## src/rtl/codec_cfg_pkg.sv

```systemverilog
// Shared types and constants for the WM8731 codec configuration sequencer.
package codec_cfg_pkg;

    typedef enum logic [2:0] {
        S_IDLE,
        S_BYTE0,
        S_BYTE1,
        S_BYTE2,
        S_GAP,
        S_CHECK,
        S_DONE,
        S_ERROR
    } state_t;

    // 7-bit device address 0x1A shifted left with the write bit (0) appended.
    localparam logic [7:0] C_DEV_ADDR_W = 8'h34;

    // One codec register write: 7-bit register address, 9-bit register value.
    typedef struct packed {
        logic [6:0] reg_addr;
        logic [8:0] reg_data;
    } entry_t;

    localparam int unsigned C_TABLE_LEN = 10;

    // Bring-up order: reset, power up, input/output levels, paths,
    // audio format, sample rate, then activate the digital interface last.
    localparam entry_t C_INIT_TABLE [C_TABLE_LEN] = '{
        '{reg_addr: 7'h0F, reg_data: 9'h000},  // reset
        '{reg_addr: 7'h06, reg_data: 9'h000},  // power: all blocks on
        '{reg_addr: 7'h00, reg_data: 9'h017},  // left line in, 0 dB
        '{reg_addr: 7'h01, reg_data: 9'h017},  // right line in, 0 dB
        '{reg_addr: 7'h02, reg_data: 9'h079},  // left headphone, 0 dB
        '{reg_addr: 7'h04, reg_data: 9'h012},  // analog path: DAC select, line in
        '{reg_addr: 7'h05, reg_data: 9'h000},  // digital path: no mute
        '{reg_addr: 7'h07, reg_data: 9'h002},  // format: I2S, 16 bit, slave
        '{reg_addr: 7'h08, reg_data: 9'h000},  // sample rate: normal mode
        '{reg_addr: 7'h09, reg_data: 9'h001}   // activate interface
    };

    // Table lookup; indices beyond the table return an all-zero entry.
    function automatic entry_t init_entry(input logic [7:0] idx);
        entry_t e;
        e = '0;
        if (idx < 8'(C_TABLE_LEN)) begin
            e = C_INIT_TABLE[idx[3:0]];
        end
        return e;
    endfunction

endpackage

```

## src/rtl/codec_cfg_seq.sv

```systemverilog
// Walks the codec init table, issuing one 3-byte I2C write per entry through
// an external byte engine, with NACK-driven retries and an idle gap after
// every transaction.
module codec_cfg_seq
    import codec_cfg_pkg::*;
#(
    parameter int unsigned C_NUM_REGS   = 10,
    parameter logic [15:0] C_GAP_CYCLES = 16'd512,
    parameter int unsigned C_MAX_RETRY  = 3
) (
    input  logic       clk,
    input  logic       rst,
    input  logic       start,
    output logic       busy,
    output logic       cfg_done,
    output logic       cfg_err,
    output logic [7:0] err_index,
    output logic       eng_go,
    output logic       eng_rnw,
    output logic [7:0] eng_wdata,
    input  logic       eng_done,
    input  logic       eng_ack
);

    state_t      state_reg,     state_next;
    logic [7:0]  index_reg,     index_next;
    logic [7:0]  retry_reg,     retry_next;
    logic [15:0] gap_cnt_reg,   gap_cnt_next;
    logic        ack_seen_reg,  ack_seen_next;
    logic        nack_flag_reg, nack_flag_next;
    logic        eng_go_reg,    eng_go_next;
    logic [7:0]  eng_wdata_reg, eng_wdata_next;
    logic        busy_reg,      busy_next;
    logic        cfg_done_reg,  cfg_done_next;
    logic        cfg_err_reg,   cfg_err_next;
    logic [7:0]  err_index_reg, err_index_next;

    entry_t cur_entry;
    assign cur_entry = init_entry(index_reg);

    // Next-state and next-output logic; outputs are derived from the state
    // being entered so that every output leaves the block from a flop.
    always_comb begin
        state_next     = state_reg;
        index_next     = index_reg;
        retry_next     = retry_reg;
        gap_cnt_next   = gap_cnt_reg;
        nack_flag_next = nack_flag_reg;
        eng_wdata_next = eng_wdata_reg;
        cfg_done_next  = cfg_done_reg;
        cfg_err_next   = cfg_err_reg;
        err_index_next = err_index_reg;

        // The ACK pulse follows the done pulse of the same byte, so a
        // coincident pair is treated as an acknowledged byte.
        if (eng_ack) begin
            ack_seen_next = 1'b1;
        end else if (eng_done) begin
            ack_seen_next = 1'b0;
        end else begin
            ack_seen_next = ack_seen_reg;
        end

        case (state_reg)
            S_IDLE: begin
                if (start) begin
                    index_next     = '0;
                    retry_next     = '0;
                    cfg_done_next  = 1'b0;
                    cfg_err_next   = 1'b0;
                    eng_wdata_next = C_DEV_ADDR_W;
                    state_next     = S_BYTE0;
                end
            end
            S_BYTE0: begin
                if (eng_done) begin
                    eng_wdata_next = cur_entry[15:8];
                    state_next     = S_BYTE1;
                end
            end
            S_BYTE1: begin
                if (eng_done) begin
                    nack_flag_next = nack_flag_reg | ~ack_seen_reg;
                    eng_wdata_next = cur_entry[7:0];
                    state_next     = S_BYTE2;
                end
            end
            S_BYTE2: begin
                if (eng_done) begin
                    nack_flag_next = nack_flag_reg | ~ack_seen_reg;
                    gap_cnt_next   = C_GAP_CYCLES - 16'd1;
                    state_next     = S_GAP;
                end
            end
            S_GAP: begin
                if (gap_cnt_reg == 16'd0) begin
                    // The last byte's ACK has long arrived by now.
                    nack_flag_next = nack_flag_reg | ~ack_seen_reg;
                    state_next     = S_CHECK;
                end else begin
                    gap_cnt_next = gap_cnt_reg - 16'd1;
                end
            end
            S_CHECK: begin
                if (!nack_flag_reg && index_reg == 8'(C_NUM_REGS - 1)) begin
                    cfg_done_next = 1'b1;
                    state_next    = S_DONE;
                end else if (!nack_flag_reg) begin
                    index_next     = index_reg + 8'd1;
                    retry_next     = '0;
                    eng_wdata_next = C_DEV_ADDR_W;
                    state_next     = S_BYTE0;
                end else if (retry_reg < 8'(C_MAX_RETRY)) begin
                    retry_next     = retry_reg + 8'd1;
                    eng_wdata_next = C_DEV_ADDR_W;
                    state_next     = S_BYTE0;
                end else begin
                    err_index_next = index_reg;
                    cfg_err_next   = 1'b1;
                    state_next     = S_ERROR;
                end
            end
            S_DONE:  state_next = S_IDLE;
            S_ERROR: state_next = S_IDLE;
            default: state_next = S_IDLE;
        endcase

        // A fresh attempt starts with a clean NACK history.
        if (state_next == S_BYTE0 && state_reg != S_BYTE0) begin
            nack_flag_next = 1'b0;
        end

        eng_go_next = (state_next == S_BYTE0) || (state_next == S_BYTE1) ||
                      (state_next == S_BYTE2);
        busy_next   = !((state_next == S_IDLE) || (state_next == S_DONE) ||
                        (state_next == S_ERROR));
    end

    // State, counters and registered outputs.
    always_ff @(posedge clk) begin
        if (rst) begin
            state_reg     <= S_IDLE;
            index_reg     <= '0;
            retry_reg     <= '0;
            gap_cnt_reg   <= '0;
            ack_seen_reg  <= 1'b0;
            nack_flag_reg <= 1'b0;
            eng_go_reg    <= 1'b0;
            eng_wdata_reg <= 8'h00;
            busy_reg      <= 1'b0;
            cfg_done_reg  <= 1'b0;
            cfg_err_reg   <= 1'b0;
            err_index_reg <= '0;
        end else begin
            state_reg     <= state_next;
            index_reg     <= index_next;
            retry_reg     <= retry_next;
            gap_cnt_reg   <= gap_cnt_next;
            ack_seen_reg  <= ack_seen_next;
            nack_flag_reg <= nack_flag_next;
            eng_go_reg    <= eng_go_next;
            eng_wdata_reg <= eng_wdata_next;
            busy_reg      <= busy_next;
            cfg_done_reg  <= cfg_done_next;
            cfg_err_reg   <= cfg_err_next;
            err_index_reg <= err_index_next;
        end
    end

    assign eng_go    = eng_go_reg;
    assign eng_rnw   = 1'b0;
    assign eng_wdata = eng_wdata_reg;
    assign busy      = busy_reg;
    assign cfg_done  = cfg_done_reg;
    assign cfg_err   = cfg_err_reg;
    assign err_index = err_index_reg;

endmodule

```

## config.mk

```make
export PLATFORM = sky130hd
export DESIGN_NAME = codec_cfg_seq
export DESIGN_NICKNAME = d
export VERILOG_FILES = /design/src/rtl/codec_cfg_pkg.sv /design/src/rtl/codec_cfg_seq.sv
export SDC_FILE = /design/constraint.sdc
export NUM_CORES = 1
export LEC_CHECK = 0
export ABC_AREA = 1
export BUFFER_PORTS_ARGS = -buffer_cell sky130_fd_sc_hd__buf_2
export CORE_ASPECT_RATIO = 1.25
export CORE_MARGIN = 2
export CORE_UTILIZATION = 45
export DETAILED_ROUTE_END_ITERATION = 10
export PLACE_DENSITY_LB_ADDON = 0.2
export SYNTH_ARGS = -nofsm -noshare
export SYNTH_HDL_FRONTEND = slang
export SYNTH_SLANG_ARGS = --single-unit
```

## constraint.sdc

```tcl
create_clock -name clk -period 2.2 [get_ports clk]
set_clock_uncertainty 0.1 [all_clocks]
set_input_delay 0.44 -clock clk [delete_from_list [all_inputs] [get_ports clk]]
set_output_delay 0.44 -clock clk [all_outputs]
set_load 0.02 [all_outputs]
```

==> metrics, run 1 <==
Initial Util 0.469; hold_buf cts 0; GR Overflow Total 0; layout cells sized above 1 0.133; Largest register FFs 16; initial antenna violation count 0; Unique masters post-synth 33; routed via count 2,873; Post-synth top cells nand2_1 (113), nor2_1 (61), dfxtp_1 (56); status complete, no violations; Critical Path AT 2090 ps; Max H-tree Level 2; Synth-to-Final Area Change 8.24%; placed insts 558; CTS tree yes; Final Slew Violations 0; Core Area 0.00661 mm2; Detailed Place HPWL 5060 um; # port buffers 23; Power Dens Cells 721 mW/mm2; fmax 515 MHz; first-pass GRT wire length 11,800 um; peak supply drop 0.453 mV; max_cap viols 0; final setup fails 0; Die ar. 0.00757 mm2; syn_area_per_cell 6.75 um2; Hold Crit Class in2reg; Hold Crit Depth 3; Critical Path Source Type flop; top cells by area, synth dfxtp_1 (36%), nand2_1 (14%), nor2_1 (7.4%); Layout Nets 493; WL final 6880 um; GRT Resource Usage Total 0.189; drt wl/cell 12.1 um; final cycle utilization of the critical path 0.883; cts bufs inserted 5; die height 96.8 um; Seq/Total Area, Yosys 0.362; number of global-route vias before repair 2,644; GP Congestion 0.877; TNS Setup 0 ps; via/cell ratio 5.06; die width 78.2 um; r2r worst-path depth 9; clock sink count 56; CP Capture Type flop; DRT iter0 DRCs 138; Post-CTS Resized 0; post-synth top area cell dfxtp_1; post-CTS setup buffer count 0; synthesized flop and latch total 56; Antenna Violating Nets Remaining 0; DRT Pass-1 Iters 4; P_leak 1.58 nW; largest net degree at the start of global routing 34; Post-route DRC 0; num ports 26; clock transition at the registers of the reported paths 100 ps; EDFF count, synth 0; Setup crit start index_reg[1]$_SDFFE_PP0P_; RR Endpoint index_reg[2]$_SDFFE_PP0P_; RSZ-0062 raised after global routing no; commonest register cell after synthesis dfxtp_1; Setup CP Type reg2reg; diode count 0; worst-path maximum fanout 7; later-pin clock latency in the skew report 320 ps; Std-Cell Rows 33; Synth Cell Area 0.00310 mm2; ys async rst share 0; Tmin final 1940 ps; reg2reg start index_reg[1]$_SDFFE_PP0P_; final hold slack 247 ps; CTS max path bufs 2; Final Hold Vio Count 0; crit path to index_reg[2]$_SDFFE_PP0P_; synthesis warning total 0; synthesized instance count 459; Worst EP required 2350 ps; R2R setup slack 260 ps; share of the synthesized area in the top cell type 0.362; Finished Layout Cells 568; CTS root buf clkbuf_8; count leader, synth nand2_1
[cell type report]
class	count	area (um2)
tap	87	109
timing repair buffer	30	168
clock inverter	3	22.5
sequential	56	1120
inverter	52	204
fill	704	3250
clock buffer	5	68.8
multi-input combinational	335	1660
[how the worst min path moves through the flow]
stage                                          from                         to
after floorplan           retry_reg[7]$_SDFFE_PP0P_  retry_reg[7]$_SDFFE_PP0P_
after global placement    retry_reg[6]$_SDFFE_PP0P_  retry_reg[6]$_SDFFE_PP0P_
after detailed placement  retry_reg[6]$_SDFFE_PP0P_  retry_reg[6]$_SDFFE_PP0P_
after CTS                                   eng_ack  ack_seen_reg$_SDFFE_PP0P_
after global routing                        eng_ack  ack_seen_reg$_SDFFE_PP0P_
final                                       eng_ack  ack_seen_reg$_SDFFE_PP0P_
[per-stage QoR]
stage,total power [mW],setup WS [ps],cell area [um2],utilization
6_report,2.42,258,3350,0.508
5_1_grt,2.58,32.1,3350,0.508
4_1_cts,2.43,171,3340,0.505
3_5_place_dp,1.85,186,3250,0.492
3_3_place_gp,1.84,224,3250,0.492
2_1_floorplan,1.71,556,3100,-
[worst max-delay path: stages, from the launching register on]
cell     delay (ps)
dfxtp_1         470
inv_1           180
ha_1            210
nand2_1          70
nor2_1           60
nand3_2         130
nand3_1         130
nor2_2          240
nand3_1         120
a21oi_1         170
[logic make-up after synthesis]
family	count (synthesis)	synth area share
other	1	0.00121
buffers and inverters	69	0.103
AND/OR/NAND/NOR	242	0.353
flip-flops	56	0.362
adder cells (fa/ha/maj)	8	0.0323
XOR/XNOR	9	0.0254
AO/OA/AOI/OAI	74	0.123
[per-layer routing]
layer | part of all wire | vias up | track usage
met5 | 0 | - | 0
met4 | 0.015 | 0 | 0.0661
met3 | 0.041 | 9 | 0.0299
met2 | 0.50 | 66 | 0.342
met1 | 0.45 | 1293 | 0.224
li1 | - | 1505 | -
[power breakdown]
group | total (mW) | leakage [nW] | switching, mW | internal, mW
Sequential | 1.14 | 0.455 | 0.0577 | 1.08
Clock | 0.575 | 0.0485 | 0.346 | 0.229
Combinational | 0.704 | 1.08 | 0.466 | 0.238
[placed cells by master (no fill, tap or decap), types with 2 or more instances in the layout]
cell,synthesis,final
nand3_1,30,30
o21ai_0,24,24
buf_2,3,23
conb_1,1,2
or2_2,2,2
nor2_4,2,2
inv_2,4,4
inv_4,3,3
nor2_8,2,2
nand3b_1,2,2
dfxtp_1,56,56
ha_1,8,8
o21ai_1,3,3
clkbuf_8,0,5
nand2_2,2,2
nor3_1,9,9
nand3_2,2,2
inv_1,44,44
xor2_1,9,9
nor2_2,3,3
clkinv_2,1,2
nand2_1,113,113
a21oi_1,44,44
nand4_1,10,10
buf_4,5,7
nand2_4,2,2
nor2_1,61,61
Note: power is estimated with default switching activity, not from simulation.
==> inputs of run 2 (changes only) <==
--- a/config.mk
+++ b/config.mk
@@ -8,10 +8,11 @@
 export ABC_AREA = 1
 export BUFFER_PORTS_ARGS = -buffer_cell sky130_fd_sc_hd__buf_2
 export CORE_ASPECT_RATIO = 1.25
-export CORE_MARGIN = 2
 export CORE_UTILIZATION = 45
 export DETAILED_ROUTE_END_ITERATION = 10
 export PLACE_DENSITY_LB_ADDON = 0.2
+export REMOVE_ABC_BUFFERS = 1
+export SKIP_LAST_GASP = 1
 export SYNTH_ARGS = -nofsm -noshare
 export SYNTH_HDL_FRONTEND = slang
 export SYNTH_SLANG_ARGS = --single-unit
==> metrics, run 2 (same netlist as run 1, synthesis figures left out) <==
Seq pwr share 0.437; via/cell ratio 5.02; sw power 0.868 mW; peak supply drop 0.365 mV; DRT iter0 DRCs 140; Std-Cell Rows 33; P_leak 1.61 nW; drt wl/cell 12.1 um; Largest register FFs 16; die width 76.2 um; Initial Util 0.469; worst stage delay on the critical path 560 ps; CTS root buf clkbuf_8; placed insts 560; CP Capture Type flop; cts bufs inserted 5; clock sink count 56; Antenna Violating Nets Remaining 0; Layout Nets 495; worst-path maximum fanout 8; num ports 26; Multi-input gate area 0.00166 mm2; GP Congestion 0.922; Die ar. 0.00722 mm2; CTS tree yes; Critical Path Source Type flop; CP cell instances nand3_2 > inv_1 > nand3_2 > nand2_1 > inv_2 > nand2_1 > inv_2 > nor3_1; clock transition at the registers of the reported paths 100 ps; hold_buf cts 0; Core Util, Final 0.515; CP max stage cell dfxtp_1; Tmin final 1980 ps; diode count 0; Internal 1.73 mW; layout cells sized above 1 0.137; Finished Layout Cells 570; Core Area 0.00661 mm2; DP Worst Slack 138 ps; switching share of total power 0.334; first-pass GRT wire length 11,800 um; # port buffers 23; commonest cells after routing, fill and taps aside nand2_1 (113), nor2_1 (61), dfxtp_1 (56); Comb pwr share 0.279; GRT Resource Usage Total 0.206; final setup fails 0; Final Hold Vio Count 0; Detailed Place HPWL 5070 um; Post-route DRC 0; worst setup margin 217 ps; TNS Setup 0 ps; routed via count 2,862; Power Dens Cells 763 mW/mm2; Final Slew Violations 0; later-pin clock latency in the skew report 320 ps; status complete, no violations; RSZ-0062 raised after global routing no; GR Overflow Total 0; Synth-to-Final Area Change 9.85%; flip-flop and latch area 0.00112 mm2; DRT Pass-1 Iters 5; total power 2.60 mW; initial antenna violation count 0; die height 94.8 um; filler cell count 692; Clock Power Share 0.284; Critical Path AT 2120 ps; largest net degree at the start of global routing 34; Worst EP required 2340 ps; fmax 504 MHz; Hold Crit Class in2reg; WL final 6920 um; CTS max path bufs 2; Setup CP Type reg2reg; number of global-route vias before repair 2,645; final cycle utilization of the critical path 0.901; max_cap viols 0; Max H-tree Level 2; commonest non-fill, non-tap cell in the layout nand2_1
## run 2: cell types whose count changed in the layout (fill, tap and decap cells not counted)
cell       before  now
buf_4           7    9
bufinv_16       0    1
clkbuf_8        5    7
clkinv_4        1    0
inv_6           1    0
clkinv_2        2    1
## run 2: per-layer routing
layer | track usage | wire (um)
met1 | 0.228 | 3030
met2 | 0.387 | 3550
met3 | 0.0367 | 205
met4 | 0.0881 | 133
met5 | 0 | 0
## run 2: path summary, 6_finish.rpt
check | startpoint | end | slack, ps | cells after the start
hold reg to reg | retry_reg[6]$_SDFFE_PP0P_ | retry_reg[6]$_SDFFE_PP0P_ | 340 | 2
setup reg to reg | state_reg[0]$_SDFF_PP0_ | retry_reg[3]$_SDFFE_PP0P_ | 220 | 8
hold / removal | eng_ack | ack_seen_reg$_SDFFE_PP0P_ | 260 | 3
setup / recovery | state_reg[0]$_SDFF_PP0_ | retry_reg[3]$_SDFFE_PP0P_ | 220 | 8
## run 2: final cells by class
type | instances | area share
multi-input combinational | 335 | 0.488
sequential | 56 | 0.329
inverter | 52 | 0.0599
timing repair buffer | 32 | 0.0537
tap | 87 | 0.0320
clock buffer | 7 | 0.0283
clock inverter | 1 | 0.00882
## run 2: through the flow
| step | area, um2 | hold slack, ps |
|---|---|---|
| 2_1_floorplan | 2990 | 319 |
| 3_3_place_gp | 3260 | 328 |
| 3_5_place_dp | 3260 | 329 |
| 4_1_cts | 3390 | 257 |
| 5_1_grt | 3400 | 270 |
| 6_report | 3400 | 265 |
## run 2: worst max-delay path: cells and delay by family, from the launching register on
family	cells	cell delay, ps
buf+inv	3	400
flops	1	560
simple gates	5	820
## run 2: timing repair
action / 4_1_cts / 5_1_grt
setup buffers: 0 / 2
endpoints found under the setup margin: 0 / 3
gates resized for setup: 0 / 0
## run 2: power groups by stage
| stage | combinational (mW) | sequential, mW | clock, mW |
|---|---|---|---|
| floorplan | 0.465 | 1.21 | 0 |
| global placement | 0.702 | 1.15 | 0 |
| detailed placement | 0.704 | 1.16 | 0 |
| CTS | 0.707 | 1.14 | 0.763 |
| global route | 0.824 | 1.15 | 0.799 |
| finish | 0.724 | 1.14 | 0.738 |
